===== src/rtl/branch_predict_resolve_if.sv =====
// branch_predict_resolve_if: IF lookup, EX resolve, redirect and statistics signals of the branch unit
interface branch_predict_resolve_if #(
  parameter int ADDR_W = 32,
  parameter int STAT_W = 16
);
  logic [ADDR_W-1:0] fetch_pc_i;
  logic              predict_taken_o;
  logic [ADDR_W-1:0] predict_target_o;
  logic              ex_valid_i;
  logic [ADDR_W-1:0] ex_pc_i;
  logic              ex_pred_taken_i;
  logic [ADDR_W-1:0] ex_pred_target_i;
  logic              branch_signal_i;
  logic              jump_signal_i;
  logic [2:0]        func_3_i;
  logic              zero_signal_i;
  logic              sign_bit_signal_i;
  logic              sltu_bit_signal_i;
  logic [ADDR_W-1:0] Branch_address_i;
  logic [ADDR_W-1:0] Alu_Jump_imm_i;
  logic              redirect_valid_o;
  logic [ADDR_W-1:0] redirect_pc_o;
  logic [STAT_W-1:0] branch_cnt_o;
  logic [STAT_W-1:0] mispred_cnt_o;
  modport slave (
    input  fetch_pc_i, ex_valid_i, ex_pc_i, ex_pred_taken_i, ex_pred_target_i,
           branch_signal_i, jump_signal_i, func_3_i, zero_signal_i, sign_bit_signal_i,
           sltu_bit_signal_i, Branch_address_i, Alu_Jump_imm_i,
    output predict_taken_o, predict_target_o, redirect_valid_o, redirect_pc_o,
           branch_cnt_o, mispred_cnt_o
  );
  modport master (
    output fetch_pc_i, ex_valid_i, ex_pc_i, ex_pred_taken_i, ex_pred_target_i,
           branch_signal_i, jump_signal_i, func_3_i, zero_signal_i, sign_bit_signal_i,
           sltu_bit_signal_i, Branch_address_i, Alu_Jump_imm_i,
    input  predict_taken_o, predict_target_o, redirect_valid_o, redirect_pc_o,
           branch_cnt_o, mispred_cnt_o
  );
endinterface


===== src/rtl/branch_predict_resolve.sv =====
// branch_predict_resolve: 2-bit counter branch predictor with EX-stage resolution, one-cycle redirect and stats
module branch_predict_resolve #(
  parameter int         ADDR_W      = 32,
  parameter int         BHT_ENTRIES = 16,
  parameter logic [1:0] CNT_INIT    = 2'b01,
  parameter int         STAT_W      = 16
) (
  input logic CLK,
  input logic RESET,
  branch_predict_resolve_if.slave bus
);
  localparam int IDX_W = $clog2(BHT_ENTRIES);
  typedef enum logic {IDLE, REDIR} state_t;
  state_t            state_q, state_d;
  logic [1:0]        cnt_q [BHT_ENTRIES];
  logic [ADDR_W-1:0] tgt_q [BHT_ENTRIES];
  logic [ADDR_W-1:0] redir_pc_q, redir_pc_d;
  logic [STAT_W-1:0] br_cnt_q, br_cnt_d, mis_cnt_q, mis_cnt_d;
  logic [IDX_W-1:0]  f_idx, e_idx;
  logic              accept, jmp, br, taken, mis;
  logic [1:0]        cnt_cur, cnt_d;
  logic              unused_pc_bits;
  assign f_idx = bus.fetch_pc_i[IDX_W+1:2];
  assign e_idx = bus.ex_pc_i[IDX_W+1:2];
  assign unused_pc_bits = ^{bus.fetch_pc_i[ADDR_W-1:IDX_W+2], bus.fetch_pc_i[1:0]};
  assign bus.predict_taken_o  = cnt_q[f_idx][1];
  assign bus.predict_target_o = tgt_q[f_idx];
  assign bus.redirect_valid_o = state_q == REDIR;
  assign bus.redirect_pc_o    = redir_pc_q;
  assign bus.branch_cnt_o     = br_cnt_q;
  assign bus.mispred_cnt_o    = mis_cnt_q;
  always_comb begin
    accept     = bus.ex_valid_i && state_q == IDLE;
    jmp        = accept && bus.jump_signal_i;
    br         = accept && !bus.jump_signal_i && bus.branch_signal_i && bus.func_3_i[2:1] != 2'b01;
    // func_3[0] inverts the base condition (beq/bne, blt/bge, bltu/bgeu)
    taken      = (bus.func_3_i[2] ? (bus.func_3_i[1] ? bus.sltu_bit_signal_i : bus.sign_bit_signal_i)
                                  : bus.zero_signal_i) ^ bus.func_3_i[0];
    mis        = br && (taken != bus.ex_pred_taken_i ||
                        (taken && bus.ex_pred_target_i != bus.Branch_address_i));
    cnt_cur    = cnt_q[e_idx];
    cnt_d      = taken ? (cnt_cur == 2'd3 ? cnt_cur : cnt_cur + 2'd1)
                       : (cnt_cur == 2'd0 ? cnt_cur : cnt_cur - 2'd1);
    state_d    = (jmp || mis) ? REDIR : IDLE;
    redir_pc_d = jmp ? bus.Alu_Jump_imm_i
               : mis ? (taken ? bus.Branch_address_i : bus.ex_pc_i + ADDR_W'(4))
               : redir_pc_q;
    br_cnt_d   = br ? br_cnt_q + STAT_W'(1) : br_cnt_q;
    mis_cnt_d  = mis ? mis_cnt_q + STAT_W'(1) : mis_cnt_q;
  end
  always_ff @(posedge CLK) begin
    if (RESET) begin
      state_q    <= IDLE;
      redir_pc_q <= '0;
      br_cnt_q   <= '0;
      mis_cnt_q  <= '0;
      for (int i = 0; i < BHT_ENTRIES; i++) begin
        cnt_q[i] <= CNT_INIT;
        tgt_q[i] <= '0;
      end
    end else begin
      state_q    <= state_d;
      redir_pc_q <= redir_pc_d;
      br_cnt_q   <= br_cnt_d;
      mis_cnt_q  <= mis_cnt_d;
      if (br) begin
        cnt_q[e_idx] <= cnt_d;
        if (taken) tgt_q[e_idx] <= bus.Branch_address_i;
      end
    end
  end
endmodule


===== src/flat_wrapper.sv =====
// flat-port wrapper written by rule: the top's interface ports become plain ports
module branch_predict_resolve_flat 
#(
  parameter int         ADDR_W      = 32,
  parameter int         BHT_ENTRIES = 16,
  parameter logic [1:0] CNT_INIT    = 2'b01,
  parameter int         STAT_W      = 16
)
  (CLK, RESET, bus_fetch_pc_i, bus_ex_valid_i, bus_ex_pc_i, bus_ex_pred_taken_i, bus_ex_pred_target_i, bus_branch_signal_i, bus_jump_signal_i, bus_func_3_i, bus_zero_signal_i, bus_sign_bit_signal_i, bus_sltu_bit_signal_i, bus_Branch_address_i, bus_Alu_Jump_imm_i, bus_predict_taken_o, bus_predict_target_o, bus_redirect_valid_o, bus_redirect_pc_o, bus_branch_cnt_o, bus_mispred_cnt_o);
  branch_predict_resolve_if #(.ADDR_W(ADDR_W), .STAT_W(STAT_W)) bus_i ();
  input logic CLK;
  input logic RESET;
  input wire logic [$bits(bus_i.fetch_pc_i)-1:0] bus_fetch_pc_i;
  input wire logic [$bits(bus_i.ex_valid_i)-1:0] bus_ex_valid_i;
  input wire logic [$bits(bus_i.ex_pc_i)-1:0] bus_ex_pc_i;
  input wire logic [$bits(bus_i.ex_pred_taken_i)-1:0] bus_ex_pred_taken_i;
  input wire logic [$bits(bus_i.ex_pred_target_i)-1:0] bus_ex_pred_target_i;
  input wire logic [$bits(bus_i.branch_signal_i)-1:0] bus_branch_signal_i;
  input wire logic [$bits(bus_i.jump_signal_i)-1:0] bus_jump_signal_i;
  input wire logic [$bits(bus_i.func_3_i)-1:0] bus_func_3_i;
  input wire logic [$bits(bus_i.zero_signal_i)-1:0] bus_zero_signal_i;
  input wire logic [$bits(bus_i.sign_bit_signal_i)-1:0] bus_sign_bit_signal_i;
  input wire logic [$bits(bus_i.sltu_bit_signal_i)-1:0] bus_sltu_bit_signal_i;
  input wire logic [$bits(bus_i.Branch_address_i)-1:0] bus_Branch_address_i;
  input wire logic [$bits(bus_i.Alu_Jump_imm_i)-1:0] bus_Alu_Jump_imm_i;
  output wire logic [$bits(bus_i.predict_taken_o)-1:0] bus_predict_taken_o;
  output wire logic [$bits(bus_i.predict_target_o)-1:0] bus_predict_target_o;
  output wire logic [$bits(bus_i.redirect_valid_o)-1:0] bus_redirect_valid_o;
  output wire logic [$bits(bus_i.redirect_pc_o)-1:0] bus_redirect_pc_o;
  output wire logic [$bits(bus_i.branch_cnt_o)-1:0] bus_branch_cnt_o;
  output wire logic [$bits(bus_i.mispred_cnt_o)-1:0] bus_mispred_cnt_o;
  assign bus_i.fetch_pc_i = bus_fetch_pc_i;
  assign bus_i.ex_valid_i = bus_ex_valid_i;
  assign bus_i.ex_pc_i = bus_ex_pc_i;
  assign bus_i.ex_pred_taken_i = bus_ex_pred_taken_i;
  assign bus_i.ex_pred_target_i = bus_ex_pred_target_i;
  assign bus_i.branch_signal_i = bus_branch_signal_i;
  assign bus_i.jump_signal_i = bus_jump_signal_i;
  assign bus_i.func_3_i = bus_func_3_i;
  assign bus_i.zero_signal_i = bus_zero_signal_i;
  assign bus_i.sign_bit_signal_i = bus_sign_bit_signal_i;
  assign bus_i.sltu_bit_signal_i = bus_sltu_bit_signal_i;
  assign bus_i.Branch_address_i = bus_Branch_address_i;
  assign bus_i.Alu_Jump_imm_i = bus_Alu_Jump_imm_i;
  assign bus_predict_taken_o = bus_i.predict_taken_o;
  assign bus_predict_target_o = bus_i.predict_target_o;
  assign bus_redirect_valid_o = bus_i.redirect_valid_o;
  assign bus_redirect_pc_o = bus_i.redirect_pc_o;
  assign bus_branch_cnt_o = bus_i.branch_cnt_o;
  assign bus_mispred_cnt_o = bus_i.mispred_cnt_o;
  branch_predict_resolve #(.ADDR_W(ADDR_W), .BHT_ENTRIES(BHT_ENTRIES), .CNT_INIT(CNT_INIT), .STAT_W(STAT_W)) u_core (.CLK(CLK), .RESET(RESET), .bus(bus_i));
endmodule

===== config.mk =====
export PLATFORM = sky130hd
export DESIGN_NAME = branch_predict_resolve_flat
export DESIGN_NICKNAME = d
export VERILOG_FILES = /design/src/rtl/branch_predict_resolve_if.sv /design/src/rtl/branch_predict_resolve.sv /design/src/flat_wrapper.sv
export SDC_FILE = /design/constraint.sdc
export NUM_CORES = 1
export LEC_CHECK = 0
export ABC_AREA = 1
export ABC_CLOCK_PERIOD_IN_PS = 9950
export CAP_MARGIN = 0
export CORE_ASPECT_RATIO = 1.25
export CORE_MARGIN = 3
export CORE_UTILIZATION = 40
export DETAILED_ROUTE_END_ITERATION = 7
export GPL_TIMING_DRIVEN = 0
export SKIP_CTS_REPAIR_TIMING = 1
export SLEW_MARGIN = 20
export SYNTH_ARGS = -nofsm -noshare
export SYNTH_HDL_FRONTEND = slang
export SYNTH_SLANG_ARGS = --single-unit

===== constraint.sdc =====
create_clock -name CLK -period 9.95 [get_ports CLK]
set_input_delay 1.99 -clock CLK [delete_from_list [all_inputs] [get_ports CLK]]
set_output_delay 1.99 -clock CLK [all_outputs]
set_load 0.01 [all_outputs]

==> impl_metrics.toml <==
[run_status]
status = "complete, no violations"

[global_routing]
grt_pass1_wl_um = 164000
grt_start_max_net_pins = 24
first_global_vias = 24200
track_usage = 0.289
grt-ovfl-total = 0
antenna_found_initial = 2

[floorplanning]
chipWidth_um = 250
core_area_um2 = 73600
die_area_um2 = 77800
initial_utilization = 0.405
rows = 111
ios = 270
die_h_um = 311

[pwr]
switching_share = 0.262
p_clk_frac = 0.388
p_switching_mw = 1.57
internal_power_mw = 4.42
p_leak_nw = 13.7
pwr-share-seq = 0.482
ir_worst_vdd_v = 0.000142
comb_power_share = 0.131
p_per_area_nw_per_um2 = 167

[finish]
num_antenna_cells = 0
regArea_um2 = 17600
design_area_um2 = 35900
final_common_cell = "nor2_1"
fillCellCount = 6958
final_core_util = 0.488
fin_nets = 3650
drive_above_1_share = 0.0727
syn_to_final_growth_pct = 20.6
multi_input_area_um2 = 10100
mostFrequentLayoutCells = "nor2_1 (692), edfxtp_1 (544), nand2_1 (399), inv_1 (267), clkdlybuf4s50_1 (235)"

[route]
wl_met2_um = 55400
ant_nets = 0
dr.pass1.iters = 8
route.met3.wl_um = 10900
num_vias = 25100
highest_layer = "met5"
drc = 0
wl_per_cell_um = 25.8
drt-met1-wl_um = 42100
drt_iter0_markers = 2966
viasPerCell = 5.59
routed_wl_um = 116000

[cts]
h-tree-depth = 2
clk_path_buf_depth = 3
insertion_delay_ns = 0.64
cts-root-buf = "clkbuf_16"
path_clk_slew_ns = 0.06
numClockSinks = 609
cts_tree = "yes"
numCtsBuffers = 60

[placed_design]
globalplace.congestion = 0.937
place_ws_ns = 3.11
io_buffers = 235
hpwl_um = 85100
placed_area_um2 = 34000

[min_path]
worstHoldStart = "u_core.bus.branch_cnt_o[15]$_SDFFE_PP0N_"
hold_class = "reg -> reg"

[synthesis]
synth_top_family_by_area = "simple AND/OR/NAND/NOR gates"
syn_avg_cell_area_um2 = 9.44
ys_ff_latch = 609
synth_nets = 3332
synthCells = 3154
synth_compound_area_frac = 0.107
synth_simple_gate_area_frac = 0.173
synth_xor_area_frac = 0.0106
yosysWarnings = 0
synth_edf_count = 544
synthFlopType = "edfxtp_1"
synthMuxAreaShare = 0.0437
synth.distinct_cells = 43
async_reset_ff_frac = 0
synthAdderAreaFrac = 0.00252
synth_area_um2 = 29800
yosysSeqAreaShare = 0.592

[timing]
clock.fmax_mhz = 144
maxSlewViolCount = 0
worst_slew_pin_slew_ns = 1.18
tns_ns = 0
period_minus_slack_ns = 6.97
final.period_utilization = 0.700
slew_headroom = 0.215
fin_worst_skew_ns = 0.0133
rsz0062_at_grt = "no"
setup_viol = 0
fin_ws_ns = 2.98
hold_viol = 0

[critical_path]
worstPathArrival_ns = 4.98
r2r_slack_ns = 6.87
crit_path_start = "bus_fetch_pc_i[3]"
crit-reg2reg-launch = "u_core.bus.redirect_valid_o$_SDFF_PP0_"
crit_type = "in -> out"
path_max_fanout = 10
critPathLaunchType = "primary input"
critPathRequiredTime_ns = 7.96
worstSetupEndpointType = "output pin"

[flow_run]
drv_cap = 0
## per-layer routing
metal / global-route usage / vias up
met4: 0.156 / 2
met2: 0.490 / 1464
li1: - / 11300
met3: 0.0588 / 338
met5: 0 / -
met1: 0.345 / 12000
## sequential cells by signal, indices dropped and copies added, names as in the netlist
register	count
u_core.bus.branch_cnt_o	16
u_core.bus.redirect_valid_o	1
u_core.bus.mispred_cnt_o	16
u_core.bus.redirect_pc_o	32
u_core.tgt_q	512
u_core.cnt_q	32
## per-stage QoR
stage,cells,power [mW],hold WS [ns]
after floorplan,3154,3.30,0.481
final,4481,5.99,0.464
after detailed placement,4370,3.71,0.461
after CTS,4481,5.98,0.470
after global placement,4349,3.68,0.459
after global routing,4481,6.12,0.495
## cell usage after synthesis (all sizes together), types with 65 or more instances
library cell	n	share of area
a21oi	212	0.036
buf	120	0.020
dfxtp	65	0.044
nor2	702	0.090
mux2i	130	0.044
inv	289	0.036
nand2	407	0.052
o211ai	130	0.033
edfxtp	544	0.55
o21ai	202	0.034
clkbuf	102	0.013
nand3	154	0.026
## cells by family (layout without fill, tap and decap cells)
kind of cell               Yosys count  in the layout
buffers and inverters              523            890
xor gates and xnor gates            36             36
muxes                              130            130
and+or+nand+nor                   1290           1290
AOI/OAI and AO/OA                  560            560
DFF                                609            609
adders and majority gates            6              6
## power by group through the flow
stage / clock (mW) / sequential, mW / combinational, mW
2_1_floorplan: 0 / 2.94 / 0.358
6_report: 2.32 / 2.88 / 0.781
5_1_grt: 2.41 / 2.89 / 0.822
4_1_cts: 2.32 / 2.88 / 0.771
3_3_place_gp: 0 / 2.95 / 0.732
3_5_place_dp: 0 / 2.94 / 0.768
## worst paths after layout
check	to	depth (start not counted)
max	bus_predict_target_o[4]	9
min	u_core.bus.branch_cnt_o[15]$_SDFFE_PP0N_	2
max reg2reg	u_core.tgt_q[5][2]$_SDFFCE_PN0P_	10
min reg2reg	u_core.bus.branch_cnt_o[15]$_SDFFE_PP0N_	2
## worst max-delay path, cell delays in order
cell and delay, ns:
buf_2 0.23, clkbuf_1 0.80, buf_1 0.70, a21oi_1 0.08, o21ai_0 0.12, o211ai_1 0.21, nand3_1 0.23, nand2_1 0.10
clkdlybuf4s50_1 0.49
## layout make-up
| type | instances | area share |
|---|---|---|
| clock buffer | 80 | 0.0456 |
| sequential | 609 | 0.491 |
| buffer | 222 | 0.0275 |
| timing repair buffer | 256 | 0.0806 |
| clock inverter | 31 | 0.00843 |
| inverter | 301 | 0.0315 |
| tap | 960 | 0.0335 |
| multi-input combinational | 2022 | 0.282 |
(Power assumes the default switching activity.)
